[src/rtl/spi_master_engine.sv]
// spi_master_engine: single-frame SPI master with latched mode/divider/chip-select.
// Define SPI_MASTER_MISO_SYNC_EN to pass miso_i through a 2-flop synchronizer (needs clk_div_i >= 2).
module spi_master_engine #(
    parameter int DATA_W = 32,
    parameter int DIV_W  = 8,
    parameter int CS_N   = 4
) (
    input  logic                    clk,
    input  logic                    rst,
    input  logic                    start_i,
    input  logic [DATA_W-1:0]       tx_data_i,
    input  logic                    cpol_i,
    input  logic                    cpha_i,
    input  logic                    lsb_first_i,
    input  logic [DIV_W-1:0]        clk_div_i,
    input  logic [$clog2(CS_N)-1:0] cs_sel_i,
    output logic                    busy_o,
    output logic                    done_o,
    output logic [DATA_W-1:0]       rx_data_o,
    output logic                    sclk_o,
    output logic                    mosi_o,
    input  logic                    miso_i,
    output logic [CS_N-1:0]         cs_n_o
);
    localparam int BW = $clog2(DATA_W);
    localparam int EW = $clog2(2 * DATA_W) + 1;
    localparam logic [EW-1:0] LAST = EW'(2 * DATA_W);
    typedef enum logic [2:0] {IDLE, SETUP, XFER, HOLD, DONE} state_t;
    state_t            r_state;
    logic [DATA_W-1:0] r_tx, r_rx;
    logic [DIV_W-1:0]  r_div, r_cnt;
    logic [EW-1:0]     r_edge;
    logic [BW-1:0]     r_bit;
    logic              r_cpol, r_cpha, r_lsb;
    logic              w_tog, w_lead, w_samp, w_shft, w_cap, w_miso;
    logic [BW-1:0]     w_idx;
    // r_edge counts SCLK edges already issued, so an even count means the next edge is leading
    assign w_tog  = (r_cnt == '0) && (r_state == SETUP || (r_state == XFER && r_edge != LAST));
    assign w_lead = ~r_edge[0];
    assign w_samp = w_tog && (w_lead ^ r_cpha);
    assign w_shft = w_tog && !(w_lead ^ r_cpha) && (r_edge != LAST - EW'(1));
    assign w_idx  = r_lsb ? r_bit : BW'(DATA_W - 1) - r_bit;
`ifdef SPI_MASTER_MISO_SYNC_EN
    logic [1:0] r_sync, r_samp_d;
    always_ff @(posedge clk) begin
        if (rst) begin
            r_sync   <= '0;
            r_samp_d <= '0;
        end else begin
            r_sync   <= {r_sync[0], miso_i};
            r_samp_d <= {r_samp_d[0], w_samp};
        end
    end
    assign w_cap  = r_samp_d[1];
    assign w_miso = r_sync[1];
`else
    assign w_cap  = w_samp;
    assign w_miso = miso_i;
`endif
    always_ff @(posedge clk) begin
        if (rst) begin
            r_state   <= IDLE;
            busy_o    <= 1'b0;
            done_o    <= 1'b0;
            rx_data_o <= '0;
            sclk_o    <= 1'b0;
            mosi_o    <= 1'b0;
            cs_n_o    <= '1;
            r_tx      <= '0;
            r_rx      <= '0;
            r_div     <= '0;
            r_cnt     <= '0;
            r_edge    <= '0;
            r_bit     <= '0;
            r_cpol    <= 1'b0;
            r_cpha    <= 1'b0;
            r_lsb     <= 1'b0;
        end else begin
            done_o <= 1'b0;
            r_cnt  <= (r_cnt == '0) ? r_div : r_cnt - DIV_W'(1);
            if (w_cap)
                r_rx <= r_lsb ? {w_miso, r_rx[DATA_W-1:1]} : {r_rx[DATA_W-2:0], w_miso};
            if (w_tog) begin
                sclk_o <= ~sclk_o;
                r_edge <= r_edge + EW'(1);
            end
            if (w_shft) begin
                mosi_o <= r_tx[w_idx];
                r_bit  <= r_bit + BW'(1);
            end
            case (r_state)
                IDLE: if (start_i) begin
                    r_state <= SETUP;
                    busy_o  <= 1'b1;
                    r_tx    <= tx_data_i;
                    r_cpol  <= cpol_i;
                    r_cpha  <= cpha_i;
                    r_lsb   <= lsb_first_i;
                    r_div   <= clk_div_i;
                    r_cnt   <= clk_div_i;
                    r_edge  <= '0;
                    r_bit   <= cpha_i ? BW'(0) : BW'(1);
                    sclk_o  <= cpol_i;
                    cs_n_o  <= ~(CS_N'(1) << cs_sel_i);
                    if (!cpha_i)
                        mosi_o <= lsb_first_i ? tx_data_i[0] : tx_data_i[DATA_W-1];
                end
                SETUP: if (r_cnt == '0) r_state <= XFER;
                XFER:  if (r_cnt == '0 && r_edge == LAST) r_state <= HOLD;
                HOLD:  if (r_cnt == '0) begin
                    r_state   <= DONE;
                    cs_n_o    <= '1;
                    done_o    <= 1'b1;
                    rx_data_o <= r_rx;
                end
                DONE: begin
                    r_state <= IDLE;
                    busy_o  <= 1'b0;
                end
                default: r_state <= IDLE;
            endcase
        end
    end
endmodule
[config.mk]
export PLATFORM = sky130hd
export DESIGN_NAME = spi_master_engine
export DESIGN_NICKNAME = d
export VERILOG_FILES = /design/src/rtl/spi_master_engine.sv
export SDC_FILE = /design/constraint.sdc
export NUM_CORES = 1
export LEC_CHECK = 0
export BUFFER_PORTS_ARGS = -buffer_cell sky130_fd_sc_hd__buf_2
export CAP_MARGIN = 20
export CORE_MARGIN = 3
export CORE_UTILIZATION = 35
export CTS_BUF_LIST = sky130_fd_sc_hd__clkbuf_8
export DETAILED_ROUTE_END_ITERATION = 7
export GPL_TIMING_DRIVEN = 1
export PLACE_DENSITY = 0.5
export SKIP_CTS_REPAIR_TIMING = 1
export SLEW_MARGIN = 10
export SYNTH_ARGS = -nofsm -noshare
export SYNTH_HDL_FRONTEND = slang
export SYNTH_SLANG_ARGS = --single-unit
[constraint.sdc]
create_clock -name clk -period 2.9 [get_ports clk]
set_input_delay 0.145 -clock clk [delete_from_list [all_inputs] [get_ports clk]]
set_output_delay 0.145 -clock clk [all_outputs]
set_load 0.01 [all_outputs]
==> reports/metrics.yaml, run 1 <==
sta:
  finalHoldViolations: 0
  max_slew_margin_pct: 60.1
  fin_setup_tns_ns: 0
  clock_skew_ns: 0.0102
  period_share_pct: 90.4
  fmax_mhz: 382
  drv_slew: 0
  fin_crit_ns: 2.62
  setup_viol: 0
  tightest_slew_ns: 0.598
  rsz0062_at_grt: "no"
flow_run:
  maxCapViolCount: 0
floorplanning:
  coreArea_sq_um: 16900
  die-area_sq_um: 19200
  dieWidth_um: 139
  fp.dieH_um: 139
  start_util_pct: 36.5
  row_count: 47
  io_pins: 89
clock_network:
  cts_buffers: 17
  root_buffer: "clkbuf_8"
  clock_path_buffers: 2
  clk_latency_ns: 0.44
  path_clk_slew_ns: 0.08
  htree_levels: 4
  cts_tree: "done"
  clock_sinks: 137
global_route:
  first_global_vias: 5046
  grt_max_degree: 65
  grt_pass1_wl_um: 25000
  antenna_found_initial: 0
  grt-ovfl-total: 0
  track_usage_pct: 15.3
worst_setup_path:
  criticalPathCategory: "reg2reg"
  worstPathRequired_ns: 3.25
  worstPathArrival_ns: 2.98
  critPathCaptureType: "flip-flop"
  path_max_fanout: 64
  r2r-end: "r_rx[8]"
  crit-reg2reg-launch: "r_cnt[0]"
  r2r_cells: 9
  critPathLaunchType: "flip-flop"
  rrSetupSlack_ns: 0.28
synth:
  synth.distinct_cells: 52
  synth_edf_count: 0
  avgSynthCellArea_sq_um: 8.39
  synth_common_cells: "nand2_1, dfxtp_1, a21oi_1, nor2_1, mux2i_1"
  yosysMostFrequentCell: "nand2_1"
  synth-main-ff-cell: "dfxtp_1"
  syn-num-nets: 788
  syn_inst: 734
  syn_area_sq_um: 6160
  postSynth.asyncResetShare_pct: 0
  yosysSeqAreaShare_pct: 44.5
  synth_top_area_share_pct: 44.5
  synth_seq_cells: 137
  synth.largest_area_cell: "dfxtp_1"
  yosys_warnings: 0
  yosys-top-cells-area: "dfxtp_1, nand2_1, a21oi_1, mux2i_1, a211oi_2"
power:
  p_leak_nw: 2.77
  p_per_area_nw_per_um2: 736
  power_mw: 5.61
  ir_drop_uv: 308
final_layout:
  layout-drive-gt1-share_pct: 19.6
  area_delta_synth_final_pct: 23.7
  fin_cells: 1074
  post-route-util_pct: 45.1
  fin_nets: 895
  n_antenna_cell: 0
  design_area_sq_um: 7620
route:
  met1Wirelength_um: 7220
  drt_iter0_markers: 400
  wl_met2_um: 7180
  drcViolationCount: 0
  wl_per_cell_um: 14.0
  highest_layer: "met4"
  dr_wl_met3_um: 518
  first_pass_iters: 4
  via_per_inst: 4.97
  vias: 5333
  final_antenna_net_count: 0
  wirelength_um: 15100
min_path:
  worstHoldEndpoint: "cs_n_o[0]"
  hold_class: "in2reg"
  hold_path.startpoint: "cs_sel_i[1]"
  whs_path_depth: 3
placement:
  dp_hpwl_um: 9990
  numPortBuffers: 88
  gp_congestion: 0.863
  dp_cells: 1000
  dpl_cell_area_sq_um: 6750
outcome:
  outcome: "completed"
-- placed cells by master (no fill, tap or decap), types with 3 or more instances in the layout --
cell type,count
nand2_1,174
dfxtp_1,136
a21oi_1,93
buf_2,87
nor2_1,61
dlygate4sd3_1,42
mux2i_1,39
a211oi_2,28
clkbuf_8,20
inv_1,13
o21ai_0,13
xnor2_1,11
nand3_1,10
nand2b_1,9
xor2_1,8
a221oi_1,8
buf_4,8
a211oi_1,7
nor2b_1,5
o211ai_1,5
nand4_1,5
ha_1,5
and3_1,4
a31oi_1,4
nor3_1,4
bufinv_16,4
clkinvlp_4,4
and2_1,3
buf_12,3
-- flip-flops by register name (all words and copies together) (netlist names) --
signal     cells
busy_o         1
cs_n_o         4
done_o         1
mosi_o         1
r_bit          5
r_cnt          8
r_cpha         1
r_div          8
r_edge         7
r_lsb          1
r_rx          32
r_state        3
r_tx          32
rx_data_o     32
sclk_o         1
-- per-layer routing --
layer | up-vias | track usage (%)
met1 | 2492 | 20.1
met4 | 0 | 4.38
met5 | - | 0
met3 | 10 | 4.07
met2 | 93 | 25.1
li1 | 2738 | -
-- layout make-up --
class | instances | area [sq um]
clock inverters | 12 | 173
repair buffers | 140 | 976
clock buffers | 20 | 275
inverters | 13 | 48.8
fillers | 1639 | 9260
flip-flops and latches | 137 | 2740
well taps | 220 | 275
multi-input cells | 532 | 3130
-- power breakdown --
part	internal (mW)	leakage (nW)	total, mW	switching [mW]
Combinational	0.640	1.43	1.46	0.819
Clock	1.00	0.218	1.74	0.741
Sequential	2.14	1.12	2.40	0.266
Total	3.78	2.77	5.61	1.83
-- through the flow --
stage          hold slack, ns  setup WS (ns)
2_1_floorplan           0.281          0.876
3_3_place_gp            0.387          0.419
3_5_place_dp            0.393          0.281
4_1_cts                -0.105          0.233
5_1_grt               0.00791        0.00821
6_report               0.0160          0.279
-- cells by family after synthesis --
kind of cell             count (synthesis)  synth area share (%)
AO/OA/AOI/OAI                          179                  20.2
buffers and inverters                   65                  4.81
adder cells (fa/ha/maj)                  5                  1.02
flip-flops                             137                  44.5
AND/OR/NAND/NOR                        289                  20.2
multiplexers                            40                  6.52
XOR/XNOR                                19                  2.70
-- worst max-delay path by stage --
stage	start	to	slack, ns
global placement	r_cnt[0]	r_rx[3]	0.42
floorplan	r_cnt[0]	r_rx[22]	0.88
detailed placement	r_cnt[0]	r_rx[8]	0.28
CTS	r_cnt[0]	r_rx[8]	0.23
global route	r_cnt[0]	r_rx[8]	0.008
finish	r_cnt[0]	r_rx[8]	0.28
-- worst max-delay path, stage by stage (launching register included) --
cell and delay (ns):
dfxtp_1 0.33, inv_1 0.08, ha_1 0.18, nor4b_4 0.32, nand2_2 0.25, nor4_4 0.48, and2_2 0.28, buf_12 0.30
nor2_1 0.10, a211oi_2 0.21
(Power assumes the default switching activity.)
==> run 2, diff against run 1 <==
--- a/config.mk
+++ b/config.mk
@@ -13,6 +13,7 @@
 export DETAILED_ROUTE_END_ITERATION = 7
 export GPL_TIMING_DRIVEN = 1
 export PLACE_DENSITY = 0.5
+export REMOVE_ABC_BUFFERS = 1
 export SKIP_CTS_REPAIR_TIMING = 1
 export SLEW_MARGIN = 10
 export SYNTH_ARGS = -nofsm -noshare
==> constraint.sdc (replaced) <==
create_clock -name clk -period 2.9 [get_ports clk]
set_input_delay 0.145 -clock clk [delete_from_list [all_inputs] [get_ports clk]]
set_output_delay 0.145 -clock clk [all_outputs]
set_load 0.1 [all_outputs]
==> reports/metrics.yaml, run 2 (synthesis results as in run 1) <==
clock_network:
  htree_levels: 4
  clock_path_buffers: 2
  clk_latency_ns: 0.45
  cts_tree: "done"
  cts_buffers: 17
  path_clk_slew_ns: 0.07
  root_buffer: "clkbuf_8"
  clock_sinks: 137
sta:
  fin_setup_tns_ns: 0
  tightest_slew_ns: 0.613
  finalHoldViolations: 0
  period_share_pct: 85.0
  clock_skew_ns: 0.0114
  fin_crit_ns: 2.46
  setup_viol: 0
  max_slew_margin_pct: 57.9
  rsz0062_at_grt: "no"
  fmax_mhz: 406
  drv_slew: 0
placement:
  dp_hpwl_um: 9940
  numPortBuffers: 88
  gp_congestion: 0.841
  dpl_cell_area_sq_um: 6730
global_route:
  first_global_vias: 5065
  grt_pass1_wl_um: 24900
  track_usage_pct: 15.4
  grt-ovfl-total: 0
  antenna_found_initial: 0
  grt_max_degree: 75
route:
  drcViolationCount: 0
  vias: 5318
  wl_per_cell_um: 13.9
  final_antenna_net_count: 0
  via_per_inst: 4.95
  wirelength_um: 15000
  first_pass_iters: 4
  drt_iter0_markers: 306
worst_setup_path:
  crit_slowest_cell: "nor4_4"
  worstPathRequired_ns: 3.27
  critPathTopFamily: "simple AND/OR/NAND/NOR gates"
  worstPathArrival_ns: 2.84
  criticalPathCategory: "reg2reg"
  cp.buffers_inverters: 2
  path_cells: "inv_1 > ha_1 > nor4b_4 > nand2_2 > nor4_4 > and2_2 > buf_12 > nor2_1 > a211oi_2"
  crit-reg2reg-launch: "r_cnt[0]"
  critPathLaunchType: "flip-flop"
  critPathCaptureType: "flip-flop"
  crit_start: "r_cnt[0]"
  path_max_fanout: 64
  slowest_delay_ns: 0.34
power:
  ir_drop_uv: 386
  p_per_area_nw_per_um2: 740
  p_leak_nw: 2.75
  power_mw: 5.61
floorplanning:
  row_count: 47
  io_pins: 89
  dieWidth_um: 139
  die-area_sq_um: 19200
  start_util_pct: 36.5
  coreArea_sq_um: 16900
  fp.dieH_um: 139
final_layout:
  area_delta_synth_final_pct: 23.3
  post-route-util_pct: 45.0
  largestRegisters: "r_rx x32, r_tx x32, rx_data_o x32"
  design_area_sq_um: 7590
  layout_common_cells: "nand2_1, dfxtp_1, a21oi_1"
  layout-drive-gt1-share_pct: 19.6
  final_common_cell: "nand2_1"
  n_antenna_cell: 0
  fin_nets: 895
min_path:
  hold_path.startpoint: "cpha_i"
  hold_class: "in2reg"
outcome:
  outcome: "completed"
flow_run:
  maxCapViolCount: 0
run 2: cell types whose count changed in the layout (fill, tap and decap cells not counted), sizes merged:
cell,change
clkinv,+2
bufinv,-1
clkbuf,-1
dlygate4sd3,+1
buf,-1
run 2: worst paths after layout:
path                                       to  slack (ns)  cells after the start
worst min-delay path                   r_cpha       0.008                      3
worst min register to register  rx_data_o[17]        0.45                      2
worst max register to register       r_rx[22]        0.44                      9
worst max-delay path                 r_rx[22]        0.44                      9
run 2: through the flow:
step	hold slack (ns)	instances	setup slack, ns
final	0.00778	1074	0.436
after global routing	0.00294	1074	0.201
after global placement	0.387	999	0.586
after CTS	-0.0894	1031	0.431
after floorplan	0.210	682	-0.490
after detailed placement	0.392	999	0.466
run 2: final cells by class:
class / count / area (sq um)
Fill cell: 1662 / 9290
Multi-Input combinational cell: 532 / 3130
Sequential cell: 137 / 2740
Timing Repair Buffer: 140 / 966
Tap cell: 220 / 275
Clock buffer: 19 / 262
Clock inverter: 13 / 169
Inverter: 13 / 48.8
run 2: worst min-delay path: stages:
cell and delay [ns]:
buf_2 0.12, nand2_1 0.08, a21oi_1 0.06
run 2: metal layers:
metal | share of wire, % | global-route usage, % | up-vias
li1 | - | - | 2741
met1 | 46 | 19.6 | 2465
met2 | 49 | 25.0 | 92
met3 | 3.3 | 4.41 | 20
met4 | 1.8 | 5.25 | 0
met5 | 0 | 0 | -
run 2: power breakdown:
group	switching (mW)	internal, mW	total, mW
combinational	0.916	0.632	1.55
clock	0.761	0.901	1.66
sequential	0.267	2.14	2.40
==> run 3, diff against run 2 <==
--- a/config.mk
+++ b/config.mk
@@ -5,6 +5,7 @@
 export SDC_FILE = /design/constraint.sdc
 export NUM_CORES = 1
 export LEC_CHECK = 0
+export ABC_AREA = 1
 export BUFFER_PORTS_ARGS = -buffer_cell sky130_fd_sc_hd__buf_2
 export CAP_MARGIN = 20
 export CORE_MARGIN = 3
@@ -12,7 +13,7 @@
 export CTS_BUF_LIST = sky130_fd_sc_hd__clkbuf_8
 export DETAILED_ROUTE_END_ITERATION = 7
 export GPL_TIMING_DRIVEN = 1
-export PLACE_DENSITY = 0.5
+export PLACE_DENSITY = 0.52
 export REMOVE_ABC_BUFFERS = 1
 export SKIP_CTS_REPAIR_TIMING = 1
 export SLEW_MARGIN = 10
==> constraint.sdc (replaced) <==
create_clock -name clk -period 2 [get_ports clk]
set_input_delay 0.1 -clock clk [delete_from_list [all_inputs] [get_ports clk]]
set_output_delay 0.1 -clock clk [all_outputs]
set_load 0.1 [all_outputs]
==> reports/metrics.yaml, run 3 <==
power:
  p_leak_nw: 3.10
  pwr-share-seq_pct: 38.7
  switching_share_pct: 39.5
  p_per_area_nw_per_um2: 1250
  p_clk_share_pct: 24.6
  ir_drop_uv: 581
  pwr-share-comb_pct: 36.6
  p_int_mw: 5.52
  p_switching_mw: 3.60
  power_mw: 9.13
floorplanning:
  coreArea_sq_um: 16600
  row_count: 47
  dieWidth_um: 136
  io_pins: 89
  start_util_pct: 35.8
  die-area_sq_um: 18600
  fp.dieH_um: 136
global_route:
  track_usage_pct: 14.5
  grt-ovfl-total: 0
  antenna_found_initial: 0
  grt_pass1_wl_um: 21900
  first_global_vias: 4642
  grt_max_degree: 115
clock_network:
  clock_path_buffers: 2
  path_clk_slew_ns: 0.07
  cts_tree: "done"
  clock_sinks: 137
  root_buffer: "clkbuf_8"
  clk_latency_ns: 0.44
  cts_buffers: 17
  htree_levels: 4
synth:
  synthSimpleGateAreaFrac_pct: 17.0
  synth.distinct_cells: 33
  synth-compound-area-share_pct: 23.3
  synthMuxAreaShare_pct: 0.189
  avgSynthCellArea_sq_um: 7.52
  yosysMostFrequentCell: "dfxtp_1"
  synth_top_area_share_pct: 46.1
  synth_seq_cells: 137
  synth-main-ff-cell: "dfxtp_1"
  yosys_warnings: 0
  synth_edf_count: 0
  syn_area_sq_um: 5950
  yosys-top-cells-area: "dfxtp_1, o21ai_0, a21oi_1, nand2_1, inv_1"
  synth_xor_area_share_pct: 1.49
  synth.largest_area_cell: "dfxtp_1"
  synth_top_family_by_area: "compound AO/OA/AOI/OAI gates"
  syn_inst: 792
  synth_common_cells: "dfxtp_1, o21ai_0, nand2_1, a21oi_1, inv_1"
  postSynth.asyncResetShare_pct: 0
  yosysSeqAreaShare_pct: 46.1
  synth_fa_ha_area_share_pct: 1.05
route:
  dr_wl_met3_um: 413
  wirelength_um: 13400
  drt_iter0_markers: 264
  highest_layer: "met4"
  wl_met2_um: 5890
  vias: 5189
  wl_per_cell_um: 11.8
  met1Wirelength_um: 6920
  drcViolationCount: 0
  first_pass_iters: 4
  final_antenna_net_count: 0
  via_per_inst: 4.57
sta:
  tightest_slew_ns: 0.514
  whs_ns: -0.0353
  drv_slew: 0
  fin_setup_tns_ns: 0
  clock_skew_ns: 0.0105
  rsz0062_at_grt: "no"
  fmax_mhz: 560
  fin_crit_ns: 1.79
  finalHoldViolations: 7
  max_slew_margin_pct: 65.7
  period_share_pct: 89.3
  setup_viol: 0
outcome:
  outcome: "finished with violations"
  violations: "hold timing"
worst_setup_path:
  critPathLaunchType: "flip-flop"
  criticalPathCategory: "reg2reg"
  worstPathRequired_ns: 2.32
  worstPathArrival_ns: 2.11
  critPathCaptureType: "flip-flop"
  path_max_fanout: 64
final_layout:
  post-route-util_pct: 43.8
  fillers: 1721
  n_antenna_cell: 0
  layout_common_cells: "o21ai_0, dfxtp_1, nand2_1"
  layout-drive-gt1-share_pct: 16.7
  multi_input_area_sq_um: 2560
  area_delta_synth_final_pct: 22.4
  design_area_sq_um: 7290
  largestRegisters: "r_rx x32, r_tx x32, rx_data_o x32"
  seq_area_sq_um: 2740
  fin_nets: 957
placement:
  dpl_cell_area_sq_um: 6520
  dp_hpwl_um: 8710
  gp_congestion: 0.764
  numPortBuffers: 88
flow_run:
  maxCapViolCount: 0
min_path:
  hold_class: "in2reg"
run 3: cell families (layout without fill, tap and decap cells):
group | Yosys count | in the layout
DFF | 137 | 137
and+or+nand+nor | 224 | 224
xor gates and xnor gates | 8 | 8
adders and majority gates | 5 | 5
buffers and inverters | 143 | 267
AOI/OAI and AO/OA | 274 | 274
muxes | 1 | 1
run 3: layer usage:
layer,GRT usage [%],up-vias
met1,20.1,2278
met5,0,-
li1,-,2835
met2,21.9,62
met4,5.54,0
met3,3.55,14
run 3: critical path, cell delays in order, from the launching register on:
cell and delay, ns:
dfxtp_1 0.39, inv_1 0.09, ha_1 0.20, nand4_1 0.11, nand3_2 0.07, nand2_1 0.10, nand2_4 0.10, inv_4 0.10
nand2_4 0.05, buf_12 0.19, o21ai_0 0.17, a21oi_1 0.06
run 3: final cells by class:
type | instances | area share (%)
Clock buffer | 21 | 3.97
Sequential cell | 137 | 37.6
Clock inverter | 11 | 1.42
Timing Repair Buffer | 137 | 12.9
Multi-Input combinational cell | 512 | 35.2
Inverter | 98 | 5.08
Tap cell | 220 | 3.78
run 3: path summary, 6_finish.rpt:
check	startpoint	to	slack [ns]	cells past startpoint
max	r_edge[0]	r_rx[15]	0.21	11
min	tx_data_i[0]	r_tx[0]	-0.04	3
max reg2reg	r_edge[0]	r_rx[15]	0.21	11
min reg2reg	r_div[0]	r_div[0]	0.45	2
run 3: per-stage QoR:
stage | std cells | worst slack (ns) | hold WS, ns
2_1_floorplan | 747 | -0.641 | 0.169
3_3_place_gp | 1066 | 0.271 | 0.361
3_5_place_dp | 1066 | 0.231 | 0.362
4_1_cts | 1098 | 0.207 | -0.122
5_1_grt | 1136 | 0.0266 | 0.0000830
6_report | 1136 | 0.215 | -0.0353
run 3: power groups by stage:
stage	registers [mW]	clock network, mW	logic (mW)
after floorplan	4.10	0	1.98
after global placement	3.60	0	3.32
after detailed placement	3.59	0	3.32
after CTS	3.54	2.32	3.33
after global routing	3.61	2.44	3.79
final	3.53	2.25	3.34
